### src/rtl/hazard_scoreboard_if.sv
// ID-stage hazard interface: decoded source/destination info in, stall/flush controls out.
interface hazard_scoreboard_if #(
    parameter int NUM_REGS = 32,
    parameter int WIDTH_T  = 3
);
    localparam int AW = $clog2(NUM_REGS);

    logic               id_valid;
    logic [AW-1:0]      addr_rs;
    logic [AW-1:0]      addr_rt;
    logic [WIDTH_T-1:0] tuse_rs;
    logic [WIDTH_T-1:0] tuse_rt;
    logic [AW-1:0]      addr_dst;
    logic [WIDTH_T-1:0] tnew_id;
    logic               md_use;
    logic               md_start;
    logic               md_is_div;
    logic               flush_req;

    logic               stall_pc;
    logic               stall_id;
    logic               clr_ex;
    logic               clr_id;
    logic               clr_mem;
    logic               clr_wb;
    logic               dis_md;
    logic               dis_dm;
    logic               md_busy;
    logic [1:0]         stall_cause;
    logic [31:0]        stall_count;

    // Pipeline side: presents the ID instruction, obeys the controls.
    modport master (
        output id_valid, addr_rs, addr_rt, tuse_rs, tuse_rt, addr_dst, tnew_id,
               md_use, md_start, md_is_div, flush_req,
        input  stall_pc, stall_id, clr_ex, clr_id, clr_mem, clr_wb, dis_md, dis_dm,
               md_busy, stall_cause, stall_count
    );

    // Scoreboard side.
    modport slave (
        input  id_valid, addr_rs, addr_rt, tuse_rs, tuse_rt, addr_dst, tnew_id,
               md_use, md_start, md_is_div, flush_req,
        output stall_pc, stall_id, clr_ex, clr_id, clr_mem, clr_wb, dis_md, dis_dm,
               md_busy, stall_cause, stall_count
    );
endinterface

### src/rtl/hazard_scoreboard.sv
// Register scoreboard hazard unit: per-register Tnew countdowns plus an MD busy counter.
// Optional stall statistics counter enabled by defining HAZARD_STAT_EN.
module hazard_scoreboard #(
    parameter int NUM_REGS    = 32,
    parameter int WIDTH_T     = 3,
    parameter int MULT_CYCLES = 5,
    parameter int DIV_CYCLES  = 10
) (
    input  logic                clk,
    input  logic                reset,
    hazard_scoreboard_if.slave  sb
);
    localparam int AW     = $clog2(NUM_REGS);
    localparam int DEPTH  = 1 << AW;
    localparam int MD_MAX = (MULT_CYCLES > DIV_CYCLES) ? MULT_CYCLES : DIV_CYCLES;
    localparam int MDW    = $clog2(MD_MAX + 1);

    localparam logic [WIDTH_T-1:0] ONE_T     = WIDTH_T'(1);
    localparam logic [MDW-1:0]     ONE_MD    = MDW'(1);
    localparam logic [MDW-1:0]     MULT_LOAD = MDW'(MULT_CYCLES);
    localparam logic [MDW-1:0]     DIV_LOAD  = MDW'(DIV_CYCLES);

    // Entries outside 1..NUM_REGS-1 exist only so any address indexes safely; they stay 0.
    logic [DEPTH-1:0][WIDTH_T-1:0] cnt_reg;
    logic [DEPTH-1:0][WIDTH_T-1:0] cnt_next;
    logic [MDW-1:0]                md_cnt_reg;
    logic [MDW-1:0]                md_cnt_next;

    logic               haz_rs;
    logic               haz_rt;
    logic               haz_md;
    logic               hazard;
    logic               stall;
    logic               issue;
    logic               load_en;
    logic               md_busy;
    logic [WIDTH_T-1:0] tnew_m1;

    assign md_busy = (md_cnt_reg != '0);
    assign haz_rs  = sb.id_valid && (sb.addr_rs != '0) && (cnt_reg[sb.addr_rs] > sb.tuse_rs);
    assign haz_rt  = sb.id_valid && (sb.addr_rt != '0) && (cnt_reg[sb.addr_rt] > sb.tuse_rt);
    assign haz_md  = sb.id_valid && sb.md_use && md_busy;
    assign hazard  = haz_rs | haz_rt | haz_md;
    assign stall   = hazard && !sb.flush_req;
    assign issue   = sb.id_valid && !hazard && !sb.flush_req;
    assign load_en = issue && (sb.addr_dst != '0) && (sb.tnew_id != '0);
    assign tnew_m1 = sb.tnew_id - ONE_T;

    assign sb.stall_pc = stall;
    assign sb.stall_id = stall;
    assign sb.clr_ex   = hazard | sb.flush_req;
    assign sb.clr_id   = sb.flush_req;
    assign sb.clr_mem  = sb.flush_req;
    assign sb.clr_wb   = sb.flush_req;
    assign sb.dis_md   = sb.flush_req;
    assign sb.dis_dm   = sb.flush_req;
    assign sb.md_busy  = md_busy;

    always_comb begin
        sb.stall_cause = 2'd0;
        if (haz_rs) begin
            sb.stall_cause = 2'd1;
        end else if (haz_rt) begin
            sb.stall_cause = 2'd2;
        end else if (haz_md) begin
            sb.stall_cause = 2'd3;
        end
    end

    // Flush squashes every younger producer; a fresh load beats the decrement of its own entry.
    generate
        for (genvar gi = 0; gi < DEPTH; gi++) begin : g_cnt
            if (gi == 0 || gi >= NUM_REGS) begin : g_untracked
                assign cnt_next[gi] = '0;
            end else begin : g_tracked
                localparam logic [AW-1:0] IDX = AW'(gi);
                assign cnt_next[gi] = sb.flush_req                          ? '0 :
                                      (load_en && sb.addr_dst == IDX)       ? tnew_m1 :
                                      (cnt_reg[gi] != '0)                   ? cnt_reg[gi] - ONE_T :
                                                                              '0;
            end
        end
    endgenerate

    // The MD counter survives a flush: an operation already started belongs to an older instruction.
    always_comb begin
        md_cnt_next = md_cnt_reg;
        if (issue && sb.md_start) begin
            md_cnt_next = sb.md_is_div ? DIV_LOAD : MULT_LOAD;
        end else if (md_busy) begin
            md_cnt_next = md_cnt_reg - ONE_MD;
        end
    end

    always_ff @(posedge clk) begin
        if (reset) begin
            cnt_reg    <= '0;
            md_cnt_reg <= '0;
        end else begin
            cnt_reg    <= cnt_next;
            md_cnt_reg <= md_cnt_next;
        end
    end

`ifdef HAZARD_STAT_EN
    logic [31:0] stall_count_reg;

    always_ff @(posedge clk) begin
        if (reset) begin
            stall_count_reg <= '0;
        end else if (stall) begin
            stall_count_reg <= stall_count_reg + 32'd1;
        end
    end

    assign sb.stall_count = stall_count_reg;
`else
    assign sb.stall_count = '0;
`endif

endmodule

### src/flat_wrapper.sv
// flat-port wrapper written by rule: the top's interface ports become plain ports
module hazard_scoreboard_flat 
#(
    parameter int NUM_REGS    = 32,
    parameter int WIDTH_T     = 3,
    parameter int MULT_CYCLES = 5,
    parameter int DIV_CYCLES  = 10
)
  (clk, reset, sb_id_valid, sb_addr_rs, sb_addr_rt, sb_tuse_rs, sb_tuse_rt, sb_addr_dst, sb_tnew_id, sb_md_use, sb_md_start, sb_md_is_div, sb_flush_req, sb_stall_pc, sb_stall_id, sb_clr_ex, sb_clr_id, sb_clr_mem, sb_clr_wb, sb_dis_md, sb_dis_dm, sb_md_busy, sb_stall_cause, sb_stall_count);
  hazard_scoreboard_if #(.NUM_REGS(NUM_REGS), .WIDTH_T(WIDTH_T)) sb_i ();
  input  logic clk;
  input  logic reset;
  input wire logic [$bits(sb_i.id_valid)-1:0] sb_id_valid;
  input wire logic [$bits(sb_i.addr_rs)-1:0] sb_addr_rs;
  input wire logic [$bits(sb_i.addr_rt)-1:0] sb_addr_rt;
  input wire logic [$bits(sb_i.tuse_rs)-1:0] sb_tuse_rs;
  input wire logic [$bits(sb_i.tuse_rt)-1:0] sb_tuse_rt;
  input wire logic [$bits(sb_i.addr_dst)-1:0] sb_addr_dst;
  input wire logic [$bits(sb_i.tnew_id)-1:0] sb_tnew_id;
  input wire logic [$bits(sb_i.md_use)-1:0] sb_md_use;
  input wire logic [$bits(sb_i.md_start)-1:0] sb_md_start;
  input wire logic [$bits(sb_i.md_is_div)-1:0] sb_md_is_div;
  input wire logic [$bits(sb_i.flush_req)-1:0] sb_flush_req;
  output wire logic [$bits(sb_i.stall_pc)-1:0] sb_stall_pc;
  output wire logic [$bits(sb_i.stall_id)-1:0] sb_stall_id;
  output wire logic [$bits(sb_i.clr_ex)-1:0] sb_clr_ex;
  output wire logic [$bits(sb_i.clr_id)-1:0] sb_clr_id;
  output wire logic [$bits(sb_i.clr_mem)-1:0] sb_clr_mem;
  output wire logic [$bits(sb_i.clr_wb)-1:0] sb_clr_wb;
  output wire logic [$bits(sb_i.dis_md)-1:0] sb_dis_md;
  output wire logic [$bits(sb_i.dis_dm)-1:0] sb_dis_dm;
  output wire logic [$bits(sb_i.md_busy)-1:0] sb_md_busy;
  output wire logic [$bits(sb_i.stall_cause)-1:0] sb_stall_cause;
  output wire logic [$bits(sb_i.stall_count)-1:0] sb_stall_count;
  assign sb_i.id_valid = sb_id_valid;
  assign sb_i.addr_rs = sb_addr_rs;
  assign sb_i.addr_rt = sb_addr_rt;
  assign sb_i.tuse_rs = sb_tuse_rs;
  assign sb_i.tuse_rt = sb_tuse_rt;
  assign sb_i.addr_dst = sb_addr_dst;
  assign sb_i.tnew_id = sb_tnew_id;
  assign sb_i.md_use = sb_md_use;
  assign sb_i.md_start = sb_md_start;
  assign sb_i.md_is_div = sb_md_is_div;
  assign sb_i.flush_req = sb_flush_req;
  assign sb_stall_pc = sb_i.stall_pc;
  assign sb_stall_id = sb_i.stall_id;
  assign sb_clr_ex = sb_i.clr_ex;
  assign sb_clr_id = sb_i.clr_id;
  assign sb_clr_mem = sb_i.clr_mem;
  assign sb_clr_wb = sb_i.clr_wb;
  assign sb_dis_md = sb_i.dis_md;
  assign sb_dis_dm = sb_i.dis_dm;
  assign sb_md_busy = sb_i.md_busy;
  assign sb_stall_cause = sb_i.stall_cause;
  assign sb_stall_count = sb_i.stall_count;
  hazard_scoreboard #(.NUM_REGS(NUM_REGS), .WIDTH_T(WIDTH_T), .MULT_CYCLES(MULT_CYCLES), .DIV_CYCLES(DIV_CYCLES)) u_core (.clk(clk), .reset(reset), .sb(sb_i));
endmodule
### config.mk
export PLATFORM = sky130hd
export DESIGN_NAME = hazard_scoreboard_flat
export DESIGN_NICKNAME = d
export VERILOG_FILES = /design/src/rtl/hazard_scoreboard_if.sv /design/src/rtl/hazard_scoreboard.sv /design/src/flat_wrapper.sv
export SDC_FILE = /design/constraint.sdc
export NUM_CORES = 1
export LEC_CHECK = 0
export BUFFER_PORTS_ARGS = -buffer_cell sky130_fd_sc_hd__buf_2
export CAP_MARGIN = 25
export CORE_MARGIN = 4
export CORE_UTILIZATION = 30
export CTS_CLUSTER_DIAMETER = 30
export CTS_CLUSTER_SIZE = 24
export DETAILED_ROUTE_END_ITERATION = 8
export SETUP_SLACK_MARGIN = 0.2
export SKIP_LAST_GASP = 1
export SLEW_MARGIN = 20
export SYNTH_ARGS = -nofsm -noshare
export SYNTH_HDL_FRONTEND = slang
export SYNTH_SLANG_ARGS = --single-unit
### constraint.sdc
create_clock -name clk -period 4.96 [get_ports clk]
set_input_delay 0.992 -clock clk [delete_from_list [all_inputs] [get_ports clk]]
set_output_delay 0.992 -clock clk [all_outputs]
set_load 0.005 [all_outputs]
==> metrics.md, run 1 <==
| Metric | Value |
|---|---|
| RSZ-0062 raised after global routing | `true` |
| CTS tree | `yes` |
| Sequential Power Share | `0.424` |
| Drt pass-1 iters | `5` |
| Post-Route Utilization | `0.338` |
| CTS max path bufs | `2` |
| Critical path launch point type | `input port` |
| Mapped cell area | `0.00769 sq mm` |
| Cell depth of the worst hold path | `2` |
| Clk Latency, worst-skew pair | `0.37 ns` |
| Starting Density | `0.305` |
| Reg2reg end | `u_core.cnt_reg[20]` |
| Worst-path clk slew | `0.07 ns` |
| Hold Path Sink | `u_core.cnt_reg[3]` |
| Sw Pwr | `0.000557 W` |
| Logic pwr share | `0.194` |
| Finished Layout Cells | `1,187` |
| VDD IR max | `0.171 mV` |
| Clock skew | `0.0118 ns` |
| Wire per inst | `17.8 microns` |
| Hold_sp | `u_core.cnt_reg[3]` |
| PwrDens | `223 mW/mm^2` |
| FF-to-FF path depth | `13` |
| Crit-path cells | `buf_8 -> buf_12 -> mux4_2 -> mux4_2 -> inv_1 -> a21oi_1 -> ha_1 -> nor2b_1 -> o21a_1 -> o221ai_4 -> buf_6 -> nor2b_2 -> buf_2` |
| Antenna violations before repair | `2` |
| Inst Count DP | `1,165` |
| DRC errors left | `0` |
| Final worst slack | `0.276 ns` |
| Max reg flops | `93` |
| Number of I/O pins | `74` |
| Total track usage | `0.148` |
| Clock power frac | `0.383` |
| Slew Limit Fails | `0` |
| Fin Setup TNS | `0 ns` |
| Routed WL | `21,200 microns` |
| H-tree lvl count | `3` |
| Number of synthesized register bits | `97` |
| Crit. End Element | `output pin` |
| First-pass GRT wire length | `32,700 microns` |
| Die Ht | `168 microns` |
| Area Overhead vs Synth | `10.6%` |
| Global route overflow | `0` |
| Reg2reg setup slack | `1.34 ns` |
| Min Clock Period, post-route | `4.68 ns` |
| Final Hold Vio Count | `0` |
| I/O Buffers | `41` |
| Sequential fraction of the synthesis area | `0.252` |
| Slowest cell on crit path | `mux4_2` |
| Crit path max-delay family | `multiplexers` |
| CTS Buf Count | `9` |
| CP Buf/Inv Count | `5` |
| Syn avg cell area | `9.22 sq um` |
| Crit-path max FO | `7` |
| Crit path top cell by count | `mux4_2` |
| Crit path largest cell delay | `0.51 ns` |
| Clock sinks | `97` |
| Internal Power | `0.00134 W` |
| Rows | `58` |
| RD Place Congestion | `0.857` |
| Fill cells | `2,549` |
| Largest net degree at the start of global routing | `38` |
| Final #Nets | `953` |
| Slew headroom | `0.451` |
| Via count | `6,016` |
| Yosys cell types | `52` |
| Sw Ratio | `0.294` |
| CP Data Required Time | `3.97 ns` |
| Final worst path period share | `0.944` |
| Outcome | `completed` |
| Core box area | `0.0252 sq mm` |
| Final setup fails | `0` |
| Detail Route Antenna Nets | `0` |
| Leakage Power | `4.44 nW` |
| Via density | `5.07` |
| Iter 0 DRT Violations | `360` |
| Detailed placer's ending HPWL | `15,500 microns` |
| Worst Path Arrival | `3.69 ns` |
| Worst slack, placed | `0.0887 ns` |
| Worst hold path type | `register to register` |
| Hold WS | `0.618 ns` |
| Clock Tree Root | `clkbuf_16` |
| Die Wd | `168 microns` |
| FF-to-FF Start | `u_core.cnt_reg[94]` |
| Share of cells above drive strength 1 | `0.193` |
| Crit Path Class | `input port to output pin` |
| Worst-Margin Slew | `0.824 ns` |
| Vias in the first global route | `5,756` |
| Fmax | `213 MHz` |
| Yosys warning total | `0` |
| Max_cap viols | `0` |
| Die area | `0.0283 sq mm` |
| Synth Instances | `834` |
## layer usage
layer / share of wire / GRT usage / vias to the layer above / wire length, microns
met5: 0.00061 / 0 / - / 13
met4: 0.026 / 0.0589 / 2 / 551
met3: 0.061 / 0.0362 / 35 / 1300
met2: 0.46 / 0.228 / 171 / 9630
met1: 0.46 / 0.200 / 2952 / 9670
li1: - / - / 2856 / -
## power groups by stage
stage | sequential, W | combinational, W | clock, W
2_1_floorplan | 0.000818 | 0.000273 | 0
3_5_place_dp | 0.000821 | 0.000350 | 0
5_1_grt | 0.000804 | 0.000399 | 0.000766
3_3_place_gp | 0.000820 | 0.000347 | 0
6_report | 0.000803 | 0.000367 | 0.000726
4_1_cts | 0.000803 | 0.000361 | 0.000738
## synthesized netlist by cell type, drive strengths merged
cell | count | area (sq um)
a211o | 2 | 17.5
a211oi | 6 | 50.1
a21o | 1 | 7.51
a21oi | 14 | 70.1
a221o | 3 | 30.0
a221oi | 2 | 17.5
a2bb2oi | 1 | 15.0
a311o | 1 | 10.0
a31oi | 1 | 6.26
and2 | 1 | 6.26
and3 | 5 | 31.3
and4 | 3 | 26.3
buf | 59 | 413
clkbuf | 30 | 113
conb | 1 | 3.75
dfxtp | 97 | 1940
ha | 71 | 888
inv | 73 | 274
mux2 | 6 | 67.6
mux2i | 108 | 1080
mux4 | 41 | 923
nand2 | 102 | 383
nand2b | 10 | 62.6
nand3 | 7 | 55.1
nand3b | 2 | 15.0
nand4 | 23 | 275
nor2 | 55 | 206
nor2b | 7 | 43.8
nor3 | 11 | 55.1
nor3b | 1 | 7.51
nor4 | 2 | 12.5
nor4b | 1 | 8.76
o211ai | 3 | 22.5
o21a | 2 | 15.0
o21ai | 35 | 175
o221ai | 4 | 52.6
o31a | 1 | 8.76
o41ai | 3 | 45.1
or2 | 2 | 12.5
or3 | 34 | 213
or3b | 1 | 8.76
or4 | 1 | 11.3
xnor2 | 1 | 8.76
## how the worst max path moves through the flow
stage / startpoint / slack [ns] / end / cells past startpoint
3_3_place_gp: sb_addr_rs[1] / 0.13 / sb_stall_cause[0] / 12
4_1_cts: sb_addr_rs[0] / 0.20 / sb_stall_id / 11
3_5_place_dp: sb_addr_rs[1] / 0.09 / sb_stall_cause[0] / 12
2_1_floorplan: sb_addr_rs[1] / 0.20 / sb_stall_pc / 14
6_report: sb_addr_rs[0] / 0.28 / sb_stall_cause[1] / 13
5_1_grt: sb_addr_rs[0] / 0.17 / sb_stall_cause[1] / 13
## cell usage in the layout, fill, tap and decap left out, types with 4 or more instances in the layout
| master | instances |
|---|---|
| nand2b_1 | 10 |
| buf_4 | 19 |
| mux2i_1 | 108 |
| ha_1 | 71 |
| nor2b_1 | 6 |
| o21ai_0 | 34 |
| mux2_2 | 6 |
| mux4_2 | 41 |
| conb_1 | 32 |
| or3_1 | 32 |
| inv_1 | 73 |
| dfxtp_1 | 97 |
| nand3_2 | 4 |
| and3_1 | 5 |
| nand4_2 | 21 |
| clkbuf_16 | 9 |
| a21oi_1 | 13 |
| nand2_1 | 102 |
| nor3_1 | 11 |
| nor2_1 | 54 |
| buf_2 | 37 |
## layout make-up
class	instances	area [sq um]	share of cell area
Clock inverter	3	40.0	0.00471
Sequential cell	97	1940	0.228
Tap cell	330	413	0.0486
Multi-Input combinational cell	606	5110	0.601
Timing Repair Buffer	64	468	0.0550
Antenna cell	1	2.50	0.000294
Clock buffer	13	250	0.0294
Inverter	73	274	0.0322
## repair_timing
item,4_1_cts,5_1_grt
pin swaps,2,4
setup buffers,1,2
setup endpoints to repair,5,5
hold buffers,0,0
cloned,2,0
gates resized for setup,6,13
## worst register-to-register path: cells and delay by family, from the launching register on
| family | cells | cell delay, ns |
|---|---|---|
| AOI/OAI and AO/OA | 3 | 0.55 |
| adders and majority gates | 1 | 0.31 |
| buffers and inverters | 4 | 0.56 |
| DFF | 1 | 0.37 |
| muxes | 3 | 1.19 |
| and+or+nand+nor | 2 | 0.49 |
## through the flow
step	total power [W]	instance area [sq um]
detailed placement	0.00117	8070
floorplan	0.00109	7820
global placement	0.00117	8070
global route	0.00197	8500
finish	0.00190	8500
CTS	0.00190	8450
## kinds of logic after synthesis
kind of cell,after synthesis,share of synthesized area
and+or+nand+nor,268,0.186
buffers and inverters,162,0.104
muxes,155,0.269
DFF,97,0.252
AOI/OAI and AO/OA,79,0.0706
adders and majority gates,71,0.116
other,1,0.000488
xor gates and xnor gates,1,0.00114
No activity file was read; power rests on OpenSTA's default activity.
==> inputs of run 2 (changes only) <==
--- a/config.mk
+++ b/config.mk
@@ -12,6 +12,7 @@
 export CTS_CLUSTER_DIAMETER = 30
 export CTS_CLUSTER_SIZE = 24
 export DETAILED_ROUTE_END_ITERATION = 8
+export RECOVER_POWER = 100
 export SETUP_SLACK_MARGIN = 0.2
 export SKIP_LAST_GASP = 1
 export SLEW_MARGIN = 20
==> metrics.md, run 2 (same netlist as run 1, synthesis figures left out) <==
| Metric | Value |
|---|---|
| Outcome | `completed` |
| Rows | `58 (unchanged)` |
| Clock power frac | `0.387 (+0.004)` |
| PwrDens | `225 mW/mm^2 (+0.78%)` |
| Slew Limit Fails | `0 (unchanged)` |
| Max reg flops | `93 (unchanged)` |
| I/O Buffers | `41 (unchanged)` |
| Die area | `0.0283 sq mm (unchanged)` |
| Final setup fails | `0 (unchanged)` |
| Detailed placer's ending HPWL | `15,500 microns (unchanged)` |
| Worst-Margin Slew | `0.910 ns (+0.0858 ns)` |
| RD Place Congestion | `0.857 (unchanged)` |
| Final #Nets | `953 (unchanged)` |
| CTS tree | `yes` |
| Clock skew | `0.0109 ns (-0.000964 ns)` |
| Crit path largest cell delay | `0.51 ns (about the same)` |
| Drt pass-1 iters | `5 (unchanged)` |
| Core box area | `0.0252 sq mm (unchanged)` |
| Commonest non-fill, non-tap cell in the layout | `mux2i_1` |
| Worst slack, placed | `0.0887 ns (unchanged)` |
| CTS max path bufs | `2 (unchanged)` |
| Crit Path Class | `input port to output pin` |
| Crit. End Element | `output pin` |
| Crit-path max FO | `7 (unchanged)` |
| Worst Path Arrival | `3.69 ns (about the same)` |
| Starting Density | `0.305 (unchanged)` |
| Fill cells | `2,587 (+1.5%)` |
| H-tree lvl count | `3 (unchanged)` |
| Final worst path period share | `0.944 (about the same)` |
| CTS Buf Count | `9 (unchanged)` |
| Largest net degree at the start of global routing | `38 (unchanged)` |
| DRC errors left | `0 (unchanged)` |
| Hold WS | `0.617 ns (-0.000801 ns)` |
| Internal Power | `0.00133 W (-0.58%)` |
| Via count | `5,978 (-0.63%)` |
| Slew headroom | `0.391 (-0.0595)` |
| Final Hold Vio Count | `0 (unchanged)` |
| Logic pwr share | `0.184 (-0.010)` |
| Clock Tree Root | `clkbuf_16` |
| Sw Ratio | `0.289 (-0.00522)` |
| Commonest non-fill, non-tap cells in the layout | `mux2i_1, nand2_1, dfxtp_1, inv_1, ha_1` |
| Critical path launch point type | `input port` |
| Sequential Power Share | `0.429 (+0.005)` |
| First-pass GRT wire length | `32,700 microns (unchanged)` |
| Die Ht | `168 microns (unchanged)` |
| Total track usage | `0.148 (unchanged)` |
| VDD IR max | `0.171 mV (about the same)` |
| Leakage Power | `4.00 nW (-10%)` |
| Fmax | `214 MHz (about the same)` |
| Sw Pwr | `0.000540 W (-3.1%)` |
| Post-CTS Hold Fix Bufs | `0 (unchanged)` |
| Max_cap viols | `0 (unchanged)` |
| Die Wd | `168 microns (unchanged)` |
| Iter 0 DRT Violations | `301 (-16%)` |
| Final worst slack | `0.277 ns (+0.000594 ns)` |
| Clk Latency, worst-skew pair | `0.37 ns (about the same)` |
| Slowest cell on crit path | `mux4_2` |
| Post-Route Utilization | `0.331 (-0.00701)` |
| Area Overhead vs Synth | `8.26%` |
| Routed WL | `21,100 microns (-0.21%)` |
| RSZ-0062 raised after global routing | `true` |
| Worst-path clk slew | `0.07 ns (about the same)` |
| Wire per inst | `17.8 microns (-0.21%)` |
| CP Buf/Inv Count | `6 (+1)` |
| Min Clock Period, post-route | `4.68 ns (-0.000594 ns)` |
| Global route overflow | `0 (unchanged)` |
| Number of I/O pins | `74 (unchanged)` |
| Detail Route Antenna Nets | `0 (unchanged)` |
| Share of cells above drive strength 1 | `0.154 (-0.0386)` |
| Fin Setup TNS | `0 ns (unchanged)` |
| Via density | `5.04 (-0.63%)` |
| Crit path max-delay family | `multiplexers` |
| Vias in the first global route | `5,756 (unchanged)` |
| Clock sinks | `97 (unchanged)` |
| Crit-path cells | `buf_8 -> buf_12 -> mux4_2 -> mux4_2 -> inv_1 -> a21oi_1 -> ha_1 -> buf_4 -> a31oi_2 -> o221ai_4 -> buf_6 -> a21oi_1 -> buf_2` |
| CP Data Required Time | `3.97 ns (about the same)` |
| Antenna violations before repair | `2 (unchanged)` |
| Worst hold path type | `register to register` |
-- run 2: changes by cell type in the layout (fill, tap and decap cells not counted), moves of 2 or more --
cell / change
buf_2: -6
buf_4: -4
clkbuf_1: +5
clkbuf_2: +3
clkbuf_4: +2
nand3_1: +4
nand3_2: -4
nand4_1: +20
nand4_2: -20
-- run 2: layout make-up --
cell class	instances	area (sq um)	area share
multi-input cells	606	4950	0.594
well taps	330	413	0.0496
flip-flops and latches	97	1940	0.233
repair buffers	64	457	0.0548
clock buffers	13	250	0.0301
inverters	73	274	0.0329
diodes	1	2.50	0.000301
clock inverters	3	40.0	0.00481
-- run 2: timing repair --
| item | 4_1_cts | 5_1_grt |
|---|---|---|
| buffers inserted | 1 | 2 |
| pin swaps | 2 | 4 |
| endpoints found under the setup margin | 5 | 5 |
| gates resized for setup | 6 | 13 |
| cloned | 2 | 0 |
| hold endpoints to repair | 0 | 0 |
-- run 2: path summary, 6_finish.rpt --
path              slack, ns                 start                   end  cells past startpoint
setup / recovery       0.28         sb_addr_rs[0]           sb_stall_pc                     13
hold / removal         0.62  u_core.md_cnt_reg[1]  u_core.md_cnt_reg[1]                      3
setup reg to reg       0.92    u_core.cnt_reg[94]    u_core.cnt_reg[20]                     13
hold reg to reg        0.62  u_core.md_cnt_reg[1]  u_core.md_cnt_reg[1]                      3
-- run 2: metrics by stage --
| stage | instances | total power, W | instance area [sq um] |
|---|---|---|---|
| final | 1187 | 0.00187 | 8330 |
| after global routing | 1187 | 0.00194 | 8330 |
| after CTS | 1184 | 0.00190 | 8450 |
| after detailed placement | 1165 | 0.00117 | 8070 |
| after global placement | 1165 | 0.00117 | 8070 |
| after floorplan | 865 | 0.00109 | 7820 |
-- run 2: power by group through the flow --
stage	clock, W	sequential (W)	combinational, W
floorplan	0	0.000818	0.000273
global route	0.000766	0.000804	0.000375
global placement	0	0.000820	0.000347
detailed placement	0	0.000821	0.000350
finish	0.000724	0.000803	0.000344
CTS	0.000738	0.000803	0.000361
-- run 2: metal layers --
| metal | up-vias | track usage | part of all wire |
|---|---|---|---|
| li1 | 2861 | - | - |
| met3 | 35 | 0.0362 | 0.063 |
| met2 | 153 | 0.228 | 0.45 |
| met5 | - | 0 | 0.00062 |
| met1 | 2927 | 0.200 | 0.46 |
| met4 | 2 | 0.0589 | 0.026 |
-- run 2: worst min-delay path: cells and delay by family (launching register included) --
kind | cells | cell delay [ns]
multiplexers | 1 | 0.05
flip-flops | 1 | 0.32
AO/OA/AOI/OAI | 1 | 0.10
AND/OR/NAND/NOR | 1 | 0.10
